--- src/rtl/sum_accumulator_pkg.sv ---
// Shared types and widths for the sum_accumulator block.
// Sample width matches the 4-bit ripple adder result {C4, S[3:0]}.
package sum_accumulator_pkg;

  localparam int SAMPLE_W = 5;
  localparam int CNT_W    = 8;

  typedef enum logic {
    ACCUM = 1'b0,
    HOLD  = 1'b1
  } state_e;

endpackage

--- src/rtl/sum_accumulator_add.sv ---
// Combinational accumulate step: acc + sample with sticky overflow.
// Build option: SUM_ACCUMULATOR_SAT_EN selects saturating (defined) or wrapping (undefined) sums.
module sum_accumulator_add
  import sum_accumulator_pkg::*;
#(
  parameter int ACC_W = 8
) (
  input  logic [ACC_W-1:0]    acc_i,
  input  logic [SAMPLE_W-1:0] sample_i,
  input  logic                ovf_i,
  output logic [ACC_W-1:0]    sum_o,
  output logic                ovf_o
);

  logic [ACC_W:0] sum_full;
  logic           carry;

  // One extra bit is enough: a sample never exceeds 2^ACC_W-1 on its own.
  assign sum_full = {1'b0, acc_i} + {{(ACC_W + 1 - SAMPLE_W){1'b0}}, sample_i};
  assign carry    = sum_full[ACC_W];
  assign ovf_o    = ovf_i | carry;

`ifdef SUM_ACCUMULATOR_SAT_EN
  // Once clamped, any further nonzero add carries out again, so acc stays at max.
  assign sum_o = carry ? {ACC_W{1'b1}} : sum_full[ACC_W-1:0];
`else
  assign sum_o = sum_full[ACC_W-1:0];
`endif

endmodule

--- src/rtl/sum_accumulator.sv ---
// Block accumulator for adder results: sums fixed-length (or flushed) blocks and
// presents total/count/overflow on a held valid/ready output. Build option: SUM_ACCUMULATOR_SAT_EN.
module sum_accumulator
  import sum_accumulator_pkg::*;
#(
  parameter int ACC_W     = 8,
  parameter int BLOCK_LEN = 16
) (
  input  logic             clk,
  input  logic             rst,
  input  logic             in_valid,
  output logic             in_ready,
  input  logic [3:0]       in_s,
  input  logic             in_c4,
  input  logic             flush,
  output logic             out_valid,
  input  logic             out_ready,
  output logic [ACC_W-1:0] out_sum,
  output logic [CNT_W-1:0] out_count,
  output logic             out_ovf
);

  localparam logic [CNT_W-1:0] BLOCK_CNT = CNT_W'(BLOCK_LEN);

  state_e               state_q, state_d;
  logic [ACC_W-1:0]     acc_q, acc_d;
  logic [CNT_W-1:0]     cnt_q, cnt_d;
  logic                 ovf_q, ovf_d;
  logic [ACC_W-1:0]     out_sum_q, out_sum_d;
  logic [CNT_W-1:0]     out_count_q, out_count_d;
  logic                 out_ovf_q, out_ovf_d;

  logic [SAMPLE_W-1:0]  sample;
  logic [ACC_W-1:0]     add_sum;
  logic                 add_ovf;

  assign sample = {in_c4, in_s};

  sum_accumulator_add #(
    .ACC_W (ACC_W)
  ) u_add (
    .acc_i    (acc_q),
    .sample_i (sample),
    .ovf_i    (ovf_q),
    .sum_o    (add_sum),
    .ovf_o    (add_ovf)
  );

  always_ff @(posedge clk) begin
    if (rst) begin
      state_q     <= ACCUM;
      acc_q       <= '0;
      cnt_q       <= '0;
      ovf_q       <= 1'b0;
      out_sum_q   <= '0;
      out_count_q <= '0;
      out_ovf_q   <= 1'b0;
    end else begin
      state_q     <= state_d;
      acc_q       <= acc_d;
      cnt_q       <= cnt_d;
      ovf_q       <= ovf_d;
      out_sum_q   <= out_sum_d;
      out_count_q <= out_count_d;
      out_ovf_q   <= out_ovf_d;
    end
  end

  always_comb begin
    state_d     = state_q;
    acc_d       = acc_q;
    cnt_d       = cnt_q;
    ovf_d       = ovf_q;
    out_sum_d   = out_sum_q;
    out_count_d = out_count_q;
    out_ovf_d   = out_ovf_q;
    case (state_q)
      ACCUM: begin
        if (in_valid) begin
          acc_d = add_sum;
          cnt_d = cnt_q + CNT_W'(1);
          ovf_d = add_ovf;
        end
        // Close on the filling sample, or on flush once the block holds anything.
        if ((in_valid && (cnt_d == BLOCK_CNT)) || (flush && (cnt_d != '0))) begin
          state_d     = HOLD;
          out_sum_d   = acc_d;
          out_count_d = cnt_d;
          out_ovf_d   = ovf_d;
        end
      end
      HOLD: begin
        if (out_ready) begin
          state_d = ACCUM;
          acc_d   = '0;
          cnt_d   = '0;
          ovf_d   = 1'b0;
        end
      end
      default: state_d = ACCUM;
    endcase
  end

  // Handshake outputs come straight from the state register.
  assign in_ready  = (state_q == ACCUM);
  assign out_valid = (state_q == HOLD);
  assign out_sum   = out_sum_q;
  assign out_count = out_count_q;
  assign out_ovf   = out_ovf_q;

endmodule
--- config.mk ---
export PLATFORM = sky130hd
export DESIGN_NAME = sum_accumulator
export DESIGN_NICKNAME = d
export VERILOG_FILES = /design/src/rtl/sum_accumulator_pkg.sv /design/src/rtl/sum_accumulator_add.sv /design/src/rtl/sum_accumulator.sv
export SDC_FILE = /design/constraint.sdc
export NUM_CORES = 1
export LEC_CHECK = 0
export CAP_MARGIN = 20
export CORE_MARGIN = 1.5
export CORE_UTILIZATION = 41
export CTS_BUF_LIST = sky130_fd_sc_hd__clkbuf_8 sky130_fd_sc_hd__clkbuf_16
export DETAILED_ROUTE_END_ITERATION = 12
export PLACE_DENSITY_LB_ADDON = 0.12
export SLEW_MARGIN = 20
export SYNTH_ARGS = -nofsm -noshare
export SYNTH_HDL_FRONTEND = slang
export SYNTH_SLANG_ARGS = --single-unit
--- constraint.sdc ---
create_clock -name clk -period 3 [get_ports clk]
set_input_delay 0.6 -clock clk [delete_from_list [all_inputs] [get_ports clk]]
set_output_delay 0.6 -clock clk [all_outputs]
set_load 0.01 [all_outputs]
==> metrics <==
outcome=completed; routed wire length=between 4 and 5 mm; worst min path class=reg -> reg; Max rail drop VDD=0.000288 V; Switching Share=just under 30%; Seq pwr share=between 30% and 40%; MaxCap Viol Count=0; Tcrit/Tclk final=around 87%; fmax=roughly 0.38 GHz; worst skew pair latency=~0.29 ns; IO Pins=29; Starting Density=about 43%; post-cts resize count=0; Worst EP required=around 3.2 ns; Worst slew margin=63.3%; CTS sink cnt=35; storage element area=701 um2; CORE AREA=0.00479 mm2; Vias=roughly 1800; CP Max Fanout=19; share of post-route cells with drive strength above 1=13.1%; post-synthesis sequential area ratio=approximately a third; RePlAce Congestion=between 0.8 and 0.9; R2R Setup Slk=about 0.51 ns; number of synthesized register bits=35; largest net degree at the start of global routing=26; hold buffer count at CTS=0; clock skew=0.00822 ns; # rows=25; Leakage Power=just over 0.9 nW; Layout area overhead=22.0%; synthesized area per cell=8.80 um2; internal power=0.00104 W; post-synthesis cell type count=49; cell with the most instances after synthesis=dfxtp_1; PortBufs=28; pwr/cell area=583 mW/mm2; clock power share=a little over a third; Hold Path Sink=out_sum[7]; vias in the first global route=between 1500 and 2000; crit path capture type=flip-flop; WP data arrival=about 2.8 ns; fin. max-slew vios=0; Congestion Overflow GR=0; Chip Width=73.9 um; post-route ant nets=0; Synth area leaders=dfxtp_1 34%, a21oi_1 6.6%, a211oi_2 6.1%, ha_1 3.6%, nor2_1 3.5%; Syn Nets=~250; reg-to-reg startpoint=cnt_q[0]; Multi-input gate area=0.00122 mm2; DP Wirelength=~3.5 mm; Syn Inst Count=between 200 and 250; fillers=roughly 480; Antenna Cells=0; synthesized area=between 0.002 and 0.0025 mm2; drc violations=0; die height=73.9 um; top_reg_cell synth=dfxtp_1; YS warnings=0; post-CTS setup buffer count=0; first-pass GRT wire length=~8.5 mm; drt wl/cell=15.3 um; Nets=between 200 and 300; min-delay src=out_sum[7]; final hold viol count=0; area leader, netlist=dfxtp_1; worst r2r dst=out_ovf; Logic pwr share=around 28%; R2R cell count=7; gr usage total=20.5%; H-tree Lvls=2; post-DR vias/cell=5.60; Final Util=a little over half; RSZ-0062 raised after global routing=false; most frequent cells after synthesis=35 x dfxtp_1, 27 x a21oi_1, 19 x nor2_1; EDFF count, synth=0; Die ar.=between 0.005 and 0.006 mm2; Clock transition at path regs=approximately 0.070 ns; CTS Buf Count=5; area share of the largest cell type after synthesis=between 30% and 40%; Sw Pwr=approximately 0.00043 W; Slew @ Worst Pin=approximately 0.55 ns; Root Buffer=clkbuf_8; critical path launch point type=input port; initial antenna violation count=0; CTS tree=built; Min Clock Period, post-route=2.60 ns; critical path type=in -> reg; Post-synth ARST share=0%; initial drt markers=between 100 and 150; Final setup viols=0; clock tree buffer depth=2; setup tns final=0 ns; WHS Path Cells=2; drt first pass iters=4
## cell type report
class,instances,share of cell area (%)
tap,67,3.34
multi-input combinational,174,48.7
sequential,35,27.9
inverter,7,1.05
clock buffer,5,2.74
clock inverter,3,2.54
timing repair buffer,35,13.7
## critical path, stage by stage
cell and delay, ns:
clkdlybuf4s50_1 0.52, buf_4 0.27, nand2_1 0.08, nor3_1 0.35
a2bb2oi_4 0.22, a31o_4 0.29, nand2_1 0.16, a31o_2 0.28
## cell usage in the layout (no fill, tap or decap), types with 2 or more instances in the layout
cell type and instances:
nand2b_1 2, bufinv_16 2, a21o_1 3, a21oi_1 27, a31oi_1 8, a211oi_1 2
nand3_1 13, ha_1 6, inv_1 8, xor2_1 6, a211oi_2 10, nor2_1 19
a31o_4 2, a41o_1 2, mux2i_1 5, o21ai_0 7, or3_1 3, nor3_1 8
o22a_1 2, nor4_1 3, buf_4 6, mux2_2 2, clkbuf_8 5, a2111oi_0 2
a22oi_1 4, clkdlybuf4s50_1 28, nand2_1 10, xnor2_1 7, dfxtp_1 35, and3_1 3
## logic make-up (layout without fill, tap and decap cells)
kind of cell / count (synthesis) / count (layout) / synth area share [%]
simple gates: 71 / 71 / 17.7
buf+inv: 25 / 50 / 6.56
mux: 7 / 7 / 3.52
fa+ha+maj: 7 / 7 / 4.62
flops: 35 / 35 / 34.0
xor+xnor: 13 / 13 / 5.53
compound gates: 76 / 76 / 28.1
## power by group through the flow
stage	logic, W	clock network, W	registers (W)
2_1_floorplan	0.000258	0	0.000564
3_3_place_gp	0.000404	0	0.000560
3_5_place_dp	0.000404	0	0.000560
4_1_cts	0.000407	0.000515	0.000549
5_1_grt	0.000452	0.000537	0.000555
6_report	0.000406	0.000510	0.000549
## flip-flops by register name, indices dropped and copies added (netlist names)
signal     cells
out_count      8
out_ovf        1
acc_q          8
out_sum        8
ovf_q          1
cnt_q          8
out_valid      1
## per-stage QoR
step | area (um2) | hold WS (ns) | instances | setup slack [ns] | total power [W]
floorplan | 2060 | 0.462 | 234 | 0.753 | 0.000822
global placement | 2380 | 0.459 | 318 | 0.103 | 0.000963
detailed placement | 2380 | 0.471 | 318 | 0.115 | 0.000964
CTS | 2510 | 0.485 | 326 | 0.413 | 0.00147
global route | 2510 | 0.512 | 326 | 0.239 | 0.00154
finish | 2510 | 0.480 | 326 | 0.399 | 0.00146
## metal layers
metal / part of all wire [%] / global-route usage [%]
met1: 46 / 27.3
met2: 48 / 32.5
met3: 4.3 / 5.21
met4: 1.1 / 6.38
met5: 0 / 0
## worst max path at each step
stage	start	endpoint	slack, ns	cells after the start
floorplan	in_s[0]	out_ovf	0.75	8
global placement	in_s[0]	out_sum[4]	0.10	9
detailed placement	in_s[0]	out_sum[4]	0.11	9
CTS	in_valid	out_ovf	0.41	8
global route	in_valid	out_sum[2]	0.24	8
finish	in_valid	out_ovf	0.40	8
(Power assumes the default switching activity.)
